[src/rtl/alu_pkg.sv]
// Shared constants and types for the multi-cycle ALU.
package alu_pkg;

    // Default operand width in bits.
    localparam int ALU_DEFAULT_WIDTH = 32;

    // Operation codes carried on ctrl; 4'b1100..4'b1111 are illegal.
    localparam logic [3:0] OP_ADD = 4'b0000;
    localparam logic [3:0] OP_SUB = 4'b0001;
    localparam logic [3:0] OP_MUL = 4'b0010;
    localparam logic [3:0] OP_DIV = 4'b0011;
    localparam logic [3:0] OP_SHR = 4'b0100;
    localparam logic [3:0] OP_SHL = 4'b0101;
    localparam logic [3:0] OP_ROR = 4'b0110;
    localparam logic [3:0] OP_ROL = 4'b0111;
    localparam logic [3:0] OP_AND = 4'b1000;
    localparam logic [3:0] OP_OR  = 4'b1001;
    localparam logic [3:0] OP_NEG = 4'b1010;
    localparam logic [3:0] OP_NOT = 4'b1011;

    // Sequencer states.
    typedef enum logic [1:0] {
        IDLE = 2'b00,
        MUL  = 2'b01,
        DIV  = 2'b10,
        DONE = 2'b11
    } alu_state_e;

endpackage

[src/rtl/seq_divider.sv]
// Restoring divider, one quotient bit per clock. done_o is high in the cycle
// of the final iteration; quotient_o/remainder_o carry the final values then,
// so the parent can capture them on the same edge that ends the iteration.
module seq_divider
    import alu_pkg::*;
#(
    parameter int WIDTH = ALU_DEFAULT_WIDTH,
    parameter int CNT_W = $clog2(WIDTH) + 1
) (
    input  logic             clk,
    input  logic             rst_n,
    input  logic             start_i,
    input  logic [WIDTH-1:0] dividend_i,
    input  logic [WIDTH-1:0] divisor_i,
    output logic             done_o,
    output logic [WIDTH-1:0] quotient_o,
    output logic [WIDTH-1:0] remainder_o
);

    logic             busy_q, busy_d;
    logic [CNT_W-1:0] cnt_q, cnt_d;
    logic [WIDTH-1:0] quo_q, quo_d;
    logic [WIDTH-1:0] rem_q, rem_d;
    logic [WIDTH-1:0] dvs_q, dvs_d;

    logic [WIDTH:0]   shifted_s;
    logic [WIDTH:0]   diff_s;
    logic [WIDTH-1:0] step_quo_s;
    logic [WIDTH-1:0] step_rem_s;
    logic             last_s;

    // One restoring step: shift in the next dividend bit, subtract if it fits.
    always_comb begin
        shifted_s  = {rem_q, quo_q[WIDTH-1]};
        diff_s     = shifted_s - {1'b0, dvs_q};
        step_quo_s = {quo_q[WIDTH-2:0], ~diff_s[WIDTH]};
        if (diff_s[WIDTH]) begin
            step_rem_s = shifted_s[WIDTH-1:0];
        end else begin
            step_rem_s = diff_s[WIDTH-1:0];
        end
        last_s = busy_q && (cnt_q == CNT_W'(WIDTH - 1));
    end

    // Load on start, otherwise iterate until the counter reaches WIDTH.
    always_comb begin
        busy_d = busy_q;
        cnt_d  = cnt_q;
        quo_d  = quo_q;
        rem_d  = rem_q;
        dvs_d  = dvs_q;
        if (start_i) begin
            busy_d = 1'b1;
            cnt_d  = '0;
            quo_d  = dividend_i;
            rem_d  = '0;
            dvs_d  = divisor_i;
        end else if (busy_q) begin
            quo_d = step_quo_s;
            rem_d = step_rem_s;
            cnt_d = cnt_q + CNT_W'(1);
            if (last_s) begin
                busy_d = 1'b0;
            end else begin
                busy_d = 1'b1;
            end
        end else begin
            busy_d = 1'b0;
        end
    end

    // Divider state registers.
    always_ff @(posedge clk or negedge rst_n) begin
        if (!rst_n) begin
            busy_q <= 1'b0;
            cnt_q  <= '0;
            quo_q  <= '0;
            rem_q  <= '0;
            dvs_q  <= '0;
        end else begin
            busy_q <= busy_d;
            cnt_q  <= cnt_d;
            quo_q  <= quo_d;
            rem_q  <= rem_d;
            dvs_q  <= dvs_d;
        end
    end

    assign done_o      = last_s;
    assign quotient_o  = step_quo_s;
    assign remainder_o = step_rem_s;

endmodule

[src/rtl/multicycle_alu.sv]
// Multi-cycle ALU: single-cycle logic/arith ops, shift-add multiply and a
// restoring divide. Results and flags are captured on the edge entering DONE.
module multicycle_alu
    import alu_pkg::*;
#(
    parameter int WIDTH = ALU_DEFAULT_WIDTH,
    parameter int CNT_W = $clog2(WIDTH) + 1
) (
    input  logic             clk,
    input  logic             clr,
    input  logic             start,
    input  logic [3:0]       ctrl,
    input  logic [WIDTH-1:0] A,
    input  logic [WIDTH-1:0] B,
    output logic [WIDTH-1:0] ZLO,
    output logic [WIDTH-1:0] ZHI,
    output logic             busy,
    output logic             done,
    output logic             div_by_zero,
    output logic             illegal_op
);

    alu_state_e       state_q, state_d;
    logic [CNT_W-1:0] cnt_q, cnt_d;
    logic [WIDTH-1:0] mcand_q, mcand_d;
    logic [WIDTH-1:0] acc_hi_q, acc_hi_d;
    logic [WIDTH-1:0] acc_lo_q, acc_lo_d;
    logic [WIDTH-1:0] zlo_q, zlo_d;
    logic [WIDTH-1:0] zhi_q, zhi_d;
    logic             busy_q, busy_d;
    logic             done_q, done_d;
    logic             dbz_q, dbz_d;
    logic             ill_q, ill_d;

    logic             accept_s;
    logic             div_start_s;
    logic             div_done_s;
    logic [WIDTH-1:0] div_quo_s;
    logic [WIDTH-1:0] div_rem_s;
    logic [WIDTH:0]   mul_sum_s;
    logic [WIDTH-1:0] mul_hi_s;
    logic [WIDTH-1:0] mul_lo_s;
    logic [WIDTH-1:0] sc_lo_s;
    logic [WIDTH-1:0] sc_hi_s;
    logic             sc_dbz_s;
    logic             sc_ill_s;

    assign accept_s = start && !busy_q;

    seq_divider #(
        .WIDTH (WIDTH),
        .CNT_W (CNT_W)
    ) u_div (
        .clk         (clk),
        .rst_n       (clr),
        .start_i     (div_start_s),
        .dividend_i  (A),
        .divisor_i   (B),
        .done_o      (div_done_s),
        .quotient_o  (div_quo_s),
        .remainder_o (div_rem_s)
    );

    // Shift-add step: add multiplicand if the current multiplier bit is set, shift right.
    always_comb begin
        if (acc_lo_q[0]) begin
            mul_sum_s = {1'b0, acc_hi_q} + {1'b0, mcand_q};
        end else begin
            mul_sum_s = {1'b0, acc_hi_q};
        end
        mul_hi_s = mul_sum_s[WIDTH:1];
        mul_lo_s = {mul_sum_s[0], acc_lo_q[WIDTH-1:1]};
    end

    // Results of the ops that finish straight from IDLE (incl. div by zero, illegal).
    always_comb begin
        sc_lo_s  = '0;
        sc_hi_s  = '0;
        sc_dbz_s = 1'b0;
        sc_ill_s = 1'b0;
        case (ctrl)
            OP_ADD: sc_lo_s = A + B;
            OP_SUB: sc_lo_s = A - B;
            OP_MUL: sc_lo_s = '0;
            OP_DIV: begin
                sc_lo_s  = '1;
                sc_hi_s  = A;
                sc_dbz_s = 1'b1;
            end
            OP_SHR: sc_lo_s = {1'b0, A[WIDTH-1:1]};
            OP_SHL: sc_lo_s = {A[WIDTH-2:0], 1'b0};
            OP_ROR: sc_lo_s = {A[0], A[WIDTH-1:1]};
            OP_ROL: sc_lo_s = {A[WIDTH-2:0], A[WIDTH-1]};
            OP_AND: sc_lo_s = A & B;
            OP_OR:  sc_lo_s = A | B;
            OP_NEG: sc_lo_s = '0 - A;
            OP_NOT: sc_lo_s = ~A;
            default: sc_ill_s = 1'b1;
        endcase
    end

    // Sequencer next state, datapath updates and result capture.
    always_comb begin
        state_d     = state_q;
        cnt_d       = cnt_q;
        mcand_d     = mcand_q;
        acc_hi_d    = acc_hi_q;
        acc_lo_d    = acc_lo_q;
        zlo_d       = zlo_q;
        zhi_d       = zhi_q;
        dbz_d       = dbz_q;
        ill_d       = ill_q;
        div_start_s = 1'b0;
        case (state_q)
            IDLE: begin
                if (accept_s) begin
                    if (ctrl == OP_MUL) begin
                        state_d  = MUL;
                        cnt_d    = '0;
                        mcand_d  = A;
                        acc_hi_d = '0;
                        acc_lo_d = B;
                    end else if ((ctrl == OP_DIV) && (B != '0)) begin
                        state_d     = DIV;
                        div_start_s = 1'b1;
                    end else begin
                        state_d = DONE;
                        zlo_d   = sc_lo_s;
                        zhi_d   = sc_hi_s;
                        dbz_d   = sc_dbz_s;
                        ill_d   = sc_ill_s;
                    end
                end else begin
                    state_d = IDLE;
                end
            end
            MUL: begin
                acc_hi_d = mul_hi_s;
                acc_lo_d = mul_lo_s;
                cnt_d    = cnt_q + CNT_W'(1);
                if (cnt_q == CNT_W'(WIDTH - 1)) begin
                    state_d = DONE;
                    zlo_d   = mul_lo_s;
                    zhi_d   = mul_hi_s;
                    dbz_d   = 1'b0;
                    ill_d   = 1'b0;
                end else begin
                    state_d = MUL;
                end
            end
            DIV: begin
                if (div_done_s) begin
                    state_d = DONE;
                    zlo_d   = div_quo_s;
                    zhi_d   = div_rem_s;
                    dbz_d   = 1'b0;
                    ill_d   = 1'b0;
                end else begin
                    state_d = DIV;
                end
            end
            DONE: begin
                state_d = IDLE;
                cnt_d   = '0;
            end
            default: begin
                state_d = IDLE;
                cnt_d   = '0;
            end
        endcase
        busy_d = (state_d != IDLE);
        done_d = (state_d == DONE);
    end

    // State, datapath and output registers; clr clears everything at once.
    always_ff @(posedge clk or negedge clr) begin
        if (!clr) begin
            state_q  <= IDLE;
            cnt_q    <= '0;
            mcand_q  <= '0;
            acc_hi_q <= '0;
            acc_lo_q <= '0;
            zlo_q    <= '0;
            zhi_q    <= '0;
            busy_q   <= 1'b0;
            done_q   <= 1'b0;
            dbz_q    <= 1'b0;
            ill_q    <= 1'b0;
        end else begin
            state_q  <= state_d;
            cnt_q    <= cnt_d;
            mcand_q  <= mcand_d;
            acc_hi_q <= acc_hi_d;
            acc_lo_q <= acc_lo_d;
            zlo_q    <= zlo_d;
            zhi_q    <= zhi_d;
            busy_q   <= busy_d;
            done_q   <= done_d;
            dbz_q    <= dbz_d;
            ill_q    <= ill_d;
        end
    end

    assign ZLO         = zlo_q;
    assign ZHI         = zhi_q;
    assign busy        = busy_q;
    assign done        = done_q;
    assign div_by_zero = dbz_q;
    assign illegal_op  = ill_q;

endmodule

[config.mk]
export PLATFORM = sky130hd
export DESIGN_NAME = multicycle_alu
export DESIGN_NICKNAME = d
export VERILOG_FILES = /design/src/rtl/alu_pkg.sv /design/src/rtl/seq_divider.sv /design/src/rtl/multicycle_alu.sv
export SDC_FILE = /design/constraint.sdc
export NUM_CORES = 1
export LEC_CHECK = 0
export BUFFER_PORTS_ARGS = -buffer_cell sky130_fd_sc_hd__buf_2
export CAP_MARGIN = 25
export CORE_MARGIN = 8
export CORE_UTILIZATION = 24
export DETAILED_ROUTE_END_ITERATION = 6
export GPL_ROUTABILITY_DRIVEN = 0
export PLACE_DENSITY_LB_ADDON = 0.25
export SYNTH_ARGS = -nofsm -noshare
export SYNTH_HDL_FRONTEND = slang
export SYNTH_SLANG_ARGS = --single-unit
[constraint.sdc]
create_clock -name clk -period 3.59 [get_ports clk]
set_input_delay 0.1795 -clock clk [delete_from_list [all_inputs] [get_ports clk]]
set_output_delay 0.1795 -clock clk [all_outputs]
set_load 0.02 [all_outputs]
# ---- Word-level counts from Yosys, hierarchy flattened
# Cells that the tools add are included.
dict set report word_totals {
  regBits 275
  elab_cells 123
}
dict set report op_classes {
  n_addsub 7
  n_eq_ne 23
  muxes 56
  n_bitwise 4
  n_reduce_logical 17
}
# cell n
set ops {}
lappend ops {{$mux 32} 20}
lappend ops {{$pmux 32 s11} 1}
lappend ops {{$pmux 32 s3} 2}
lappend ops {{$pmux 32 s2} 2}
lappend ops {{$add 32x32->33} 1}
lappend ops {{$mux 33} 1}
lappend ops {{$sub 33x32->33} 1}
lappend ops {{$add 32x32->32} 1}
lappend ops {{$and 32x32->32} 1}
lappend ops {{$not 32->32} 1}
lappend ops {{$or 32x32->32} 1}
lappend ops {{$reduce_bool 32->1} 1}
lappend ops {{$sub 1x32->32 const A} 1}
lappend ops {{$sub 32x32->32} 1}
lappend ops {{$mux 6} 4}
lappend ops {{$mux 1} 19}
lappend ops {{$pmux 6 s3} 1}
lappend ops {{$eq 4x3->1 const B} 4}
lappend ops {{$eq 4x4->1 const B} 4}
lappend ops {{$add 6x1->6 const B} 2}
lappend ops {{$eq 6x5->1 const B} 2}
lappend ops {{$ne 2x2->1 const B} 6}
lappend ops {{$reduce_or 11->1} 1}
lappend ops {{$reduce_and 3->1} 3}
lappend ops {{15 further kinds} 26}

# ---- Longest topological paths before layout
dict set report depth {
  depth_word 7
  ltp_mapped 19
}

# ---- Hierarchy
# From an unflattened synthesis, not the netlist that was laid out.
dict set report hier_totals {
  hier_cells 2699
  area_unflattened_um2 21722.1
}
# mod instances cells_per_inst area_each_um2 seq_area_each_um2
set modules_own_cells {}
lappend modules_own_cells {multicycle_alu 1 1903 15023.2 4304.1}
lappend modules_own_cells {seq_divider 1 796 6698.9 2577.5}

# ---- Worst setup path after synthesis
# No wires, ideal clock.
dict set report synth_path {
  path_type {input to register}
  start {input ctrl[0]}
  end {register zlo_q[30], in the netlist ZLO[30]}
  setup_time_ns 0.095
  arrival_ns 3.883
  required_ns 3.495
  path_slack_ns -0.388
  cell_stages 17
  n_path_buf 2
  path_cell_list {clkbuf_1 -> clkinv_1 -> nor2_1 -> nand2_1 -> buf_1 -> mux2i_1 -> fa_1 -> a211oi_1 -> o21ai_0 -> a21oi_1 -> a211oi_1 -> a211oi_1 -> o21ai_0 -> a311o_1 -> xnor2_1 -> o211a_1 -> o31ai_1}
}
dict set report synth_via {
  elab_chain_cells 6
}
# element line_no
set synth_rtl {}
lappend synth_rtl {{start: declaration} multicycle_alu.sv:12} ;# input logic [3:0] ctrl,
lappend synth_rtl {{$eq 4x4->1 (tied with other cells)} multicycle_alu.sv:81} ;# case (ctrl)
lappend synth_rtl {{$pmux 32 s11} multicycle_alu.sv:81}
lappend synth_rtl {{$mux 32} multicycle_alu.sv:123} ;# end else if ((ctrl == OP_DIV) && (B != '0)) begin
lappend synth_rtl {{$mux 32} multicycle_alu.sv:117} ;# if (ctrl == OP_MUL) begin
lappend synth_rtl {{$mux 32} multicycle_alu.sv:116} ;# if (accept_s) begin
lappend synth_rtl {{$pmux 32 s3} multicycle_alu.sv:114} ;# case (state_q)
lappend synth_rtl {{end signal: assignment} multicycle_alu.sv:195} ;# zlo_q <= zlo_d;
lappend synth_rtl {{end: declaration} multicycle_alu.sv:28} ;# logic [WIDTH-1:0] zlo_q, zlo_d;
# Parallel ways exist; a longest one is shown, timed or not. The select of a mux whose other input is x is not followed.
# A chain may end at the register's enable or synchronous reset.

# ---- Worst setup path after layout
dict set report layout_path {
  start {input B[6]}
  end {register zlo_q[25], in the netlist ZLO[25]}
}
dict set report layout_via {
  elab_chain_cells 6
}
# element line_no
set layout_rtl {}
lappend layout_rtl {{start: declaration} multicycle_alu.sv:14} ;# input logic [WIDTH-1:0] B,
lappend layout_rtl {{$sub 32x32->32 or $add 32x32->32 (tied branches)} {multicycle_alu.sv:83, multicycle_alu.sv:82}}
lappend layout_rtl {{$pmux 32 s11} multicycle_alu.sv:81}
lappend layout_rtl {{$mux 32} multicycle_alu.sv:123}
lappend layout_rtl {{$mux 32} multicycle_alu.sv:117}
lappend layout_rtl {{$mux 32} multicycle_alu.sv:116}
lappend layout_rtl {{$pmux 32 s3} multicycle_alu.sv:114}
# Parallel ways exist; a longest one is shown, timed or not. The select of a mux whose other input is x is not followed.

==> key figures <==
Yosys
  – Sequential share of the synthesized area: 0.325
  – Async SR Flop Fraction: 1.00
  – Synth Net Count: 2799
  – Netlist cell types: 84
  – Post-Syn Instances: 2616
  – Synth Cell Area: about 21000 µm²
  – Synth Warn #: 0
  – Synth Register Bits: 275
  – Number of flops mapped to enable cells by yosys: 0
  – Avg Inst Size Synth: around 8.1 µm²
  – Ys flop type: dfrtp_1

Finish
  – Area grow syn2layout: 24.9%
  – Final nets: approximately 3.1k
  – Fillers: 9434
  – Finished Cell Area: 26500 µm²
  – Layout cell share with drive strength beyond 1: 0.203

Critical path
  – CP required: just over 4 ns
  – Critical Path End Type: flip-flop
  – Data arrival, critical path: 3.94 ns
  – Crit Path Max Fanout: 4
  – Crit Path Class: primary input to flip-flop
  – Startpoint types: primary input

Route
  – Total wire length: ~94000 µm
  – DR pass1 iterations: 5
  – Post-route ant nets: 0
  – DR vias: 21.2k
  – Starting DRC count in detailed routing: 1792
  – Residual DRC: 0
  – Vias per cell: roughly 5.2
  – WL per Instance: approximately 23 µm

Min path
  – Worst min path class: primary input to flip-flop

Timing
  – # setup viols final: 0
  – RSZ-0062 raised after global routing: yes
  – Slew Viols, Final: 0
  – Clk_skew: 0.0342 ns
  – F_max: 0.290 GHz
  – Setup total negative slack: 0 ns
  – Final Cycle Share: 0.962
  – Fin. Hold Viols: 0
  – Minimum clock period: 3.45 ns
  – Tightest Pin Transition: around 0.80 ns
  – Max-slew headroom: 0.469

Floorplanning
  – Die area: 98100 µm²
  – Core area: 88000 µm²
  – DIE HEIGHT: approximately 310 µm
  – I/O pin count: 139
  – Die width: 313 µm
  – Initial core utilization: 0.241
  – Rows: between 100 and 150

Job
  – Max cap viols: 0

Place
  – Port bufs: 138
  – DP HPWL: 70500 µm
  – Placement-stage cell area: roughly 25000 µm²

Power and ir drop
  – Seq pwr share: 0.222
  – Sw frac: 0.476
  – Int Pwr: 0.0130 W
  – Power Dens Cells: 936 nW/µm²
  – Clk pwr share: 0.170
  – Pleak: 11.5 nW
  – Peak supply drop: 0.000626 V
  – Logic pwr share: 0.608
  – Net Sw Power: 0.0118 W

Global routing
  – All-Layer GR Usage: 0.186
  – Overflow after GRT: 0
  – Initial antenna violation count: 3
  – First-pass GRT wire length: 139000 µm
  – Vias in the first global route: 20.5k
  – Largest net degree at the start of global routing: 80

Clock tree
  – Htree depth: 2
  – Max clock buf depth: 3
  – CTS root buf: clkbuf_16
  – Clock slew at reported path FFs: approximately 0.06 ns
  – CTS tree: yes
  – Clock Sinks: 275
  – Worst-Skew Late Latency: between 0.5 and 0.6 ns
  – Total clock buffers created by CTS: 38

Run status
  – Status: completed
metal layers:
metal	track usage	vias up	share of wire
met3	0.0425	144	0.076
met1	0.260	10300	0.46
li1	-	9987	-
met2	0.283	741	0.43
met4	0.0548	2	0.031
met5	0	-	0.000095
cell usage in the layout (no fill, tap or decap), drive strengths merged, types with 7 or more instances in the layout:
master	count
buf	410
mux2	54
o21a	17
nand2	312
a21o	40
a22oi	14
o21ai	241
nor4	20
xnor2	74
nand3	38
a31oi	33
nor2b	23
nand2b	19
a221oi	28
dfrtp	275
xor2	50
and2	9
clkbuf	52
o221ai	12
o31ai	20
nand4	22
and3	19
o41ai	7
a21oi	252
clkinv	9
nor3	47
inv	92
ha	109
a22o	29
mux2i	105
o22ai	15
o22a	7
nor2	231
a211oi	46
or3	13
a21boi	10
o211ai	42
a2111oi	8
final timing paths:
kind	start	end	slack (ns)	depth (start not counted)
max	B[6]	ZLO[25]	0.14	18
min	B[24]	u_div.dvs_q[24]	0.03	3
max reg2reg	acc_hi_q[0]	ZHI[31]	0.20	15
min reg2reg	illegal_op	illegal_op	0.46	2
max in group asynchronous	clr	ZHI[3]	2.47	3
min in group asynchronous	clr	ZHI[29]	0.23	2
registers in the layout, indices dropped and copies added, names as in the netlist, 2 cells and up:
name,flops
ZHI,32
ZLO,32
acc_hi_q,32
acc_lo_q,32
cnt_q,6
mcand_q,32
state_q,2
u_div.cnt_q,6
u_div.dvs_q,32
u_div.quo_q,32
u_div.rem_q,32
power by group through the flow:
stage	clock network, W	logic [W]	registers [W]
2_1_floorplan	0	0.00932	0.00554
3_3_place_gp	0	0.0149	0.00554
4_1_cts	0.00430	0.0150	0.00551
5_1_grt	0.00442	0.0164	0.00567
3_5_place_dp	0	0.0149	0.00554
6_report	0.00420	0.0151	0.00551
synthesized netlist by cell type (19+ instances only):
cell type	number	share of area
inv_1	89	0.016
mux2_2	54	0.029
xor2_1	50	0.021
buf_2	20	0.0047
nand2b_1	19	0.0056
a31oi_1	33	0.0097
a211oi_1	45	0.016
o31ai_1	20	0.0071
a221oi_1	28	0.012
a21oi_1	251	0.059
a22o_1	29	0.012
nand4_1	21	0.0062
a21o_1	40	0.014
dfrtp_1	275	0.32
o21ai_0	238	0.056
xnor2_1	74	0.031
nand2_1	312	0.055
o211ai_1	42	0.015
clkbuf_1	159	0.028
and3_1	19	0.0056
nor2_1	230	0.041
ha_1	109	0.064
mux2i_1	105	0.050
nor3_1	47	0.011
nand3_1	38	0.0090
nor2b_1	23	0.0068
kinds of logic (layout without fill, tap and decap cells):
group | after synthesis | in the layout | synth area share
muxes | 159 | 159 | 0.0783
adders and majority gates | 116 | 116 | 0.0691
AOI/OAI and AO/OA | 876 | 876 | 0.259
DFF | 275 | 275 | 0.325
other | 0 | 1 | 0
xor gates and xnor gates | 124 | 124 | 0.0512
buffers and inverters | 288 | 576 | 0.0522
and+or+nand+nor | 778 | 778 | 0.165
through the flow:
step	utilization	hold slack, ns	total power [W]	setup slack [ns]	cells
6_report	0.301	0.0304	0.0248	0.137	4070
2_1_floorplan	-	-0.116	0.0149	-0.0407	2616
3_5_place_dp	0.283	0.250	0.0204	-0.593	3993
5_1_grt	0.301	0.00991	0.0265	-0.0361	4069
4_1_cts	0.300	0.00371	0.0248	0.0199	4067
3_3_place_gp	0.283	0.247	0.0204	-0.523	3993
critical path: stages:
cell and delay, ns:
buf_2 0.10, or4_4 0.59, buf_4 0.18, nor3_2 0.12, a21oi_1 0.10, xnor2_1 0.13
ha_1 0.29, nand4_1 0.17, a2111oi_2 0.40, o21ai_1 0.15, buf_4 0.18, a21boi_1 0.34
o41a_1 0.20, o21ai_0 0.11, a21oi_1 0.24, xor2_1 0.21, a21oi_1 0.09, nor3_1 0.14
area by class of cell:
cell class	count	area, µm²	share of cell area
multi-input combinational	2053	13400	0.508
inverter	92	347	0.0131
timing repair buffer	415	2970	0.112
clock inverter	17	269	0.0102
antenna	1	2.50	0.0000945
sequential	275	6890	0.260
tap	1165	1460	0.0551
clock buffer	52	1090	0.0414
repair_timing:
| action | in CTS | in global routing |
|---|---|---|
| hold endpoints to repair | 79 | 0 |
| hold buffers | 5 | 0 |
| setup buffers | 0 | 2 |
| gates resized for setup | 0 | 28 |
| endpoints found under the setup margin | 0 | 41 |
No activity file was read; power rests on OpenSTA's default activity.
